## config.mk

```make
export PLATFORM = sky130hd
export DESIGN_NAME = fetch_unit
export DESIGN_NICKNAME = d
export VERILOG_FILES = /design/src/rtl/y86_pkg.sv /design/src/rtl/fetch_len_dec.sv /design/src/rtl/fetch_unit.sv
export SDC_FILE = /design/constraint.sdc
export NUM_CORES = 1
export LEC_CHECK = 0
export ABC_AREA = 1
export BUFFER_PORTS_ARGS = -buffer_cell sky130_fd_sc_hd__buf_2
export CORE_UTILIZATION = 35
export DETAILED_ROUTE_END_ITERATION = 10
export SETUP_SLACK_MARGIN = 0.2
export SYNTH_ARGS = -nofsm -noshare
export SYNTH_HDL_FRONTEND = slang
export SYNTH_SLANG_ARGS = --single-unit
```

## constraint.sdc

```tcl
create_clock -name clk -period 2.9 [get_ports clk]
set_input_delay 0.145 -clock clk [delete_from_list [all_inputs] [get_ports clk]]
set_output_delay 0.145 -clock clk [all_outputs]
set_load 0.005 [all_outputs]
```

## src/rtl/y86_pkg.sv

```systemverilog
// Shared Y86-64 definitions: instruction codes, the "no register" id and the
// fetch FSM state encoding.
package y86_pkg;

  localparam logic [3:0] I_HALT   = 4'h0;
  localparam logic [3:0] I_NOP    = 4'h1;
  localparam logic [3:0] I_RRMOVQ = 4'h2;
  localparam logic [3:0] I_IRMOVQ = 4'h3;
  localparam logic [3:0] I_RMMOVQ = 4'h4;
  localparam logic [3:0] I_MRMOVQ = 4'h5;
  localparam logic [3:0] I_OPQ    = 4'h6;
  localparam logic [3:0] I_JXX    = 4'h7;
  localparam logic [3:0] I_CALL   = 4'h8;
  localparam logic [3:0] I_RET    = 4'h9;
  localparam logic [3:0] I_PUSHQ  = 4'hA;
  localparam logic [3:0] I_POPQ   = 4'hB;

  localparam logic [3:0] RNONE    = 4'hF;

  typedef enum logic [2:0] {
    IDLE,
    BYTE0,
    REGS,
    CONST,
    DONE
  } fetch_state_e;

endpackage

```

## src/rtl/fetch_len_dec.sv

```systemverilog
// Combinational instruction-length decode from icode: total byte count and
// which optional parts (register byte, 8-byte constant) follow byte 0.
module fetch_len_dec
  import y86_pkg::*;
(
  input  logic [3:0] icode_i,
  output logic [3:0] len_o,
  output logic       has_regs_o,
  output logic       has_const_o,
  output logic       valid_o
);

  always_comb begin
    len_o       = 4'd1;
    has_regs_o  = 1'b0;
    has_const_o = 1'b0;
    valid_o     = 1'b1;
    case (icode_i)
      I_HALT, I_NOP, I_RET: len_o = 4'd1;
      I_RRMOVQ, I_OPQ, I_PUSHQ, I_POPQ: begin
        len_o      = 4'd2;
        has_regs_o = 1'b1;
      end
      I_IRMOVQ, I_RMMOVQ, I_MRMOVQ: begin
        len_o       = 4'd10;
        has_regs_o  = 1'b1;
        has_const_o = 1'b1;
      end
      I_JXX, I_CALL: begin
        len_o       = 4'd9;
        has_const_o = 1'b1;
      end
      default: valid_o = 1'b0;
    endcase
  end

endmodule

```

## src/rtl/fetch_unit.sv

```systemverilog
// Y86-64 fetch stage: reads an instruction byte-by-byte over a req/ack memory
// port and presents decoded fields, valP and error flags with a done pulse.
module fetch_unit
  import y86_pkg::*;
#(
  parameter int unsigned ADDR_W = 64
) (
  input  logic              clk,
  input  logic              rst_n,
  input  logic              start,
  input  logic [ADDR_W-1:0] pc_in,
  output logic              mem_req,
  output logic [ADDR_W-1:0] mem_addr,
  input  logic [7:0]        mem_rdata,
  input  logic              mem_ack,
  input  logic              mem_err,
  output logic [3:0]        icode,
  output logic [3:0]        ifun,
  output logic [3:0]        rA,
  output logic [3:0]        rB,
  output logic [63:0]       valC,
  output logic [ADDR_W-1:0] valP,
  output logic              busy,
  output logic              done,
  output logic              instr_invalid,
  output logic              imem_error
);

  fetch_state_e      state_q, state_d;
  logic [ADDR_W-1:0] pc_q, pc_d;
  logic [3:0]        idx_q, idx_d;
  logic [2:0]        cbyte_q, cbyte_d;
  logic              has_const_q, has_const_d;
  logic [3:0]        icode_q, icode_d, ifun_q, ifun_d;
  logic [3:0]        ra_q, ra_d, rb_q, rb_d;
  logic [63:0]       valc_q, valc_d;
  logic [ADDR_W-1:0] valp_q, valp_d;
  logic              inv_q, inv_d, err_q, err_d;

  logic [3:0] dec_len;
  logic       dec_regs, dec_const, dec_valid;

  // Decode straight from the incoming byte so the next state is known on the
  // same edge that captures byte 0.
  fetch_len_dec u_len_dec (
    .icode_i    (mem_rdata[7:4]),
    .len_o      (dec_len),
    .has_regs_o (dec_regs),
    .has_const_o(dec_const),
    .valid_o    (dec_valid)
  );

  always_comb begin
    state_d     = state_q;
    pc_d        = pc_q;
    idx_d       = idx_q;
    cbyte_d     = cbyte_q;
    has_const_d = has_const_q;
    icode_d     = icode_q;
    ifun_d      = ifun_q;
    ra_d        = ra_q;
    rb_d        = rb_q;
    valc_d      = valc_q;
    valp_d      = valp_q;
    inv_d       = inv_q;
    err_d       = err_q;
    case (state_q)
      IDLE: begin
        if (start) begin
          state_d     = BYTE0;
          pc_d        = pc_in;
          idx_d       = '0;
          cbyte_d     = '0;
          has_const_d = 1'b0;
          icode_d     = '0;
          ifun_d      = '0;
          ra_d        = RNONE;
          rb_d        = RNONE;
          valc_d      = '0;
          valp_d      = '0;
          inv_d       = 1'b0;
          err_d       = 1'b0;
        end
      end
      BYTE0: begin
        if (mem_ack) begin
          if (mem_err) begin
            err_d   = 1'b1;
            state_d = DONE;
          end else begin
            icode_d     = mem_rdata[7:4];
            ifun_d      = mem_rdata[3:0];
            valp_d      = pc_q + ADDR_W'(dec_len);
            has_const_d = dec_const;
            idx_d       = 4'd1;
            if (!dec_valid) begin
              inv_d   = 1'b1;
              state_d = DONE;
            end else if (dec_regs) begin
              state_d = REGS;
            end else if (dec_const) begin
              state_d = CONST;
            end else begin
              state_d = DONE;
            end
          end
        end
      end
      REGS: begin
        if (mem_ack) begin
          if (mem_err) begin
            err_d   = 1'b1;
            state_d = DONE;
          end else begin
            ra_d    = mem_rdata[7:4];
            rb_d    = mem_rdata[3:0];
            idx_d   = idx_q + 4'd1;
            state_d = has_const_q ? CONST : DONE;
          end
        end
      end
      CONST: begin
        if (mem_ack) begin
          if (mem_err) begin
            err_d   = 1'b1;
            state_d = DONE;
          end else begin
            valc_d[{cbyte_q, 3'b000} +: 8] = mem_rdata;
            idx_d   = idx_q + 4'd1;
            cbyte_d = cbyte_q + 3'd1;
            if (cbyte_q == 3'd7) state_d = DONE;
          end
        end
      end
      DONE:    state_d = IDLE;
      default: state_d = IDLE;
    endcase
  end

  always_ff @(posedge clk or negedge rst_n) begin
    if (!rst_n) begin
      state_q     <= IDLE;
      pc_q        <= '0;
      idx_q       <= '0;
      cbyte_q     <= '0;
      has_const_q <= 1'b0;
      icode_q     <= '0;
      ifun_q      <= '0;
      ra_q        <= '0;
      rb_q        <= '0;
      valc_q      <= '0;
      valp_q      <= '0;
      inv_q       <= 1'b0;
      err_q       <= 1'b0;
    end else begin
      state_q     <= state_d;
      pc_q        <= pc_d;
      idx_q       <= idx_d;
      cbyte_q     <= cbyte_d;
      has_const_q <= has_const_d;
      icode_q     <= icode_d;
      ifun_q      <= ifun_d;
      ra_q        <= ra_d;
      rb_q        <= rb_d;
      valc_q      <= valc_d;
      valp_q      <= valp_d;
      inv_q       <= inv_d;
      err_q       <= err_d;
    end
  end

  assign mem_req       = (state_q == BYTE0) || (state_q == REGS) || (state_q == CONST);
  assign busy          = mem_req;
  assign done          = (state_q == DONE);
  assign mem_addr      = pc_q + ADDR_W'(idx_q);
  assign icode         = icode_q;
  assign ifun          = ifun_q;
  assign rA            = ra_q;
  assign rB            = rb_q;
  assign valC          = valc_q;
  assign valP          = valp_q;
  assign instr_invalid = inv_q;
  assign imem_error    = err_q;

endmodule

```

==> metrics.txt <==
leakage power figure=8.39 nW; aggregate negative setup slack=0 ns; power consumption=14.9 mW; setup repair after global routing missed its margin=yes; switching pwr=6.38 mW; HPWL after detailed placement=37000 um; number of max-slew violations in the final report=0; number of buffers added on ports=289; outcome=complete, no violations; vias per cell=4.96; num ports=290; Reg clk slew, reported paths=0.06 ns; Required @ worst endpoint=2.76 ns; number of violations of the max-capacitance limit=0; mean routed wirelength per cell=18.8 um; Worst Setup Path Type=reg2out; nets@finish=2203; full die area=0.0359 mm^2; cell area power density=882 mW/mm^2; global-route wire length before repair=73400 um; commonest cells after routing, fill and taps aside=579 x sky130_fd_sc_hd__nand2_1, 288 x sky130_fd_sc_hd__buf_2, 204 x sky130_fd_sc_hd__dfrtp_1; effective utilization at floorplan=35.6%; Clock Root Buffer=sky130_fd_sc_hd__clkbuf_16; core area=0.0345 mm^2; number of non-filler instances in the completed layout=2587; initial antenna violation count=0; vias in the first global route=12729; clock period minus worst slack=2.79 ns; std cell rows=68; Die X=190 um; detailed router's first-iteration violation count=760; number of vias in the routed layout=12832; Synth Register Bits=221; y dimension of the die=190 um; clock latency reported for the late side of the worst-skew pair=0.56 ns; Max rail drop VDD=0.749 mV; GRT Overall Usage=26.8%; area fraction of the dominant cell type after synthesis=44.9%; post-synthesis cell area=0.0123 mm^2; final clock period utilization by the worst path=96.0%; Most used DFF post-synth=sky130_fd_sc_hd__dfrtp_1; switching part of the total=42.9%; Flop pwr share=35.8%; Inserted Clock Buffers=27; final antenna-violating net count=0; number of diodes=0; final core area utilization=48.8%; category of the worst setup path capture point=output pin; Min-Delay Path Class=in2reg; top cells by area, synth=sky130_fd_sc_hd__dfrtp_1 45%, sky130_fd_sc_hd__nand2_1 18%, sky130_fd_sc_hd__nor2_1 5.8%; final count of negative-setup-slack endpoints=0; placement-stage worst setup slack=-0.0326 ns; WL final=48700 um; Worst Max-Slew Pin Slew=0.805 ns; post-route DRC violation count=0; number of flops mapped to enable cells by yosys=0; cells after synthesis=1696; Synth area leader=sky130_fd_sc_hd__dfrtp_1; async set-or-reset flop fraction in the synthesized netlist=100%; final worst slack=0.115 ns; number of H-tree levels=1; Max clock buf depth=3; number of warnings printed during yosys synthesis=0; portion of total power attributed to the clock network=24.5%; TritonCTS clock tree=yes; post-synthesis net count=1787; internal portion of total power=8.49 mW; global route overflow=0; maximum number of pins on one net before global-route repair=90; crit path launch type=flop; Syn Area/Cell=7.26 um^2; Rel. slew slack=46.4%; maximum clock frequency=359 MHz; number of distinct library cells after synthesis=37; Synth-to-Final Area Change=36.9%; total iterations of the first detailed-routing run=5; Comb power frac=39.8%; Worst Skew=0.00843 ns; most frequent standard cell in the layout excluding fill and tap cells=sky130_fd_sc_hd__nand2_1; share of layout cells above drive strength 1=25.7%; number of clock sinks seen by CTS=221; GP Congestion=0.932; sequential area share after synthesis=44.9%; number of endpoints with negative hold slack in the final report=0; critical-path maximum fanout=5; count of placed standard cells including taps=2430; Arr. time, crit path=2.64 ns
-- critical path: stages (launching register included) --
cell and delay, ns:
sky130_fd_sc_hd__dfrtp_1 0.40, sky130_fd_sc_hd__ha_4 0.16, sky130_fd_sc_hd__inv_4 0.03, sky130_fd_sc_hd__fa_2 0.34
sky130_fd_sc_hd__inv_2 0.08, sky130_fd_sc_hd__nand3_4 0.10, sky130_fd_sc_hd__nand2_4 0.11, sky130_fd_sc_hd__nand3_4 0.12
sky130_fd_sc_hd__nor2_4 0.23, sky130_fd_sc_hd__nand2_2 0.09, sky130_fd_sc_hd__buf_4 0.14, sky130_fd_sc_hd__xor2_1 0.13
sky130_fd_sc_hd__buf_2 0.13
-- power groups by stage --
| stage | Sequential, mW | Combinational [mW] | Clock (mW) |
|---|---|---|---|
| after floorplan | 4.82 | 3.32 | 0 |
| after global placement | 5.29 | 5.46 | 0 |
| after detailed placement | 5.28 | 5.50 | 0 |
| after CTS | 5.25 | 5.83 | 3.71 |
| after global routing | 5.42 | 6.55 | 3.80 |
| final | 5.32 | 5.91 | 3.64 |
-- cell usage after synthesis (5+ instances only) --
library cell / number
sky130_fd_sc_hd__dfrtp_1: 221
sky130_fd_sc_hd__nand2_2: 15
sky130_fd_sc_hd__nor2_1: 191
sky130_fd_sc_hd__nor2_4: 7
sky130_fd_sc_hd__xor2_1: 53
sky130_fd_sc_hd__o211ai_1: 5
sky130_fd_sc_hd__nand3_1: 121
sky130_fd_sc_hd__buf_2: 22
sky130_fd_sc_hd__a21oi_1: 20
sky130_fd_sc_hd__nor2_2: 7
sky130_fd_sc_hd__xnor2_1: 5
sky130_fd_sc_hd__inv_2: 9
sky130_fd_sc_hd__a31oi_1: 7
sky130_fd_sc_hd__o21bai_1: 6
sky130_fd_sc_hd__ha_1: 12
sky130_fd_sc_hd__nand4_1: 17
sky130_fd_sc_hd__nor3_1: 8
sky130_fd_sc_hd__clkbuf_1: 6
sky130_fd_sc_hd__o21ai_1: 53
sky130_fd_sc_hd__buf_6: 6
sky130_fd_sc_hd__nand2_1: 596
sky130_fd_sc_hd__inv_1: 166
sky130_fd_sc_hd__o21ai_0: 118
-- stage by stage --
stage / instance area, um^2 / hold WS [ns]
2_1_floorplan: 12300 / -0.151
3_3_place_gp: 14400 / 0.222
3_5_place_dp: 14400 / 0.230
4_1_cts: 16500 / 0.0155
5_1_grt: 16900 / 0.0522
6_report: 16900 / 0.0415
-- routing by layer --
layer | GRT usage, % | wire length (um) | vias to the layer above
met5 | 0 | 0 | -
met4 | 10.2 | 1980 | 0
met3 | 5.28 | 3430 | 100
met2 | 46.2 | 23600 | 472
met1 | 32.9 | 19800 | 6087
li1 | - | - | 6173
-- cells by family (layout without fill, tap and decap cells) --
| group | Yosys count | after routing | synth area share, % |
|---|---|---|---|
| AND/OR/NAND/NOR | 971 | 971 | 32.6 |
| flip-flops | 221 | 221 | 44.9 |
| AO/OA/AOI/OAI | 217 | 217 | 9.40 |
| buffers and inverters | 215 | 651 | 7.40 |
| XOR/XNOR | 58 | 58 | 4.13 |
| adder cells (fa/ha/maj) | 14 | 14 | 1.55 |
-- what timing repair did --
item | CTS | global route
hold buffers | 78 | 0
setup endpoints to repair | 51 | 49
gates resized for setup | 77 | 65
buffers inserted | 18 | 12
hold endpoints to repair | 187 | 0
pin swaps | 14 | 17
-- layout make-up --
cell class / count / area (um^2)
repair buffers: 426 / 2750
clock inverters: 13 / 183
inverters: 176 / 668
well taps: 455 / 569
multi-input cells: 1260 / 6370
clock buffers: 36 / 769
fillers: 3465 / 17700
flip-flops and latches: 221 / 5550
-- path summary, 6_finish.rpt --
check	cells after the start	slack [ns]	from	end
worst max-delay path	12	0.11	idx_q[0]$_DFFE_PN0P_	mem_addr[30]
worst min-delay path	3	0.04	mem_rdata[6]	valC[46]$_DFFE_PN0P_
worst max register to register	8	0.40	cbyte_q[0]$_DFFE_PN0P_	valC[37]$_DFFE_PN0P_
worst min register to register	2	0.47	valP[55]$_DFFE_PN0P_	valP[55]$_DFFE_PN0P_
max in group asynchronous	3	1.80	rst_n	valP[49]$_DFFE_PN0P_
min in group asynchronous	2	0.20	rst_n	pc_q[36]$_DFFE_PN0P_
-- flip-flops by register name, indices dropped and copies added, names as in the netlist --
name and flops:
ifun 4, instr_invalid 1, pc_q 64, valP 64
rA 4, rB 4, idx_q 4, imem_error 1
valC 64, has_const_q 1, cbyte_q 3, state_q 3
icode 4
(Power assumes the default switching activity.)
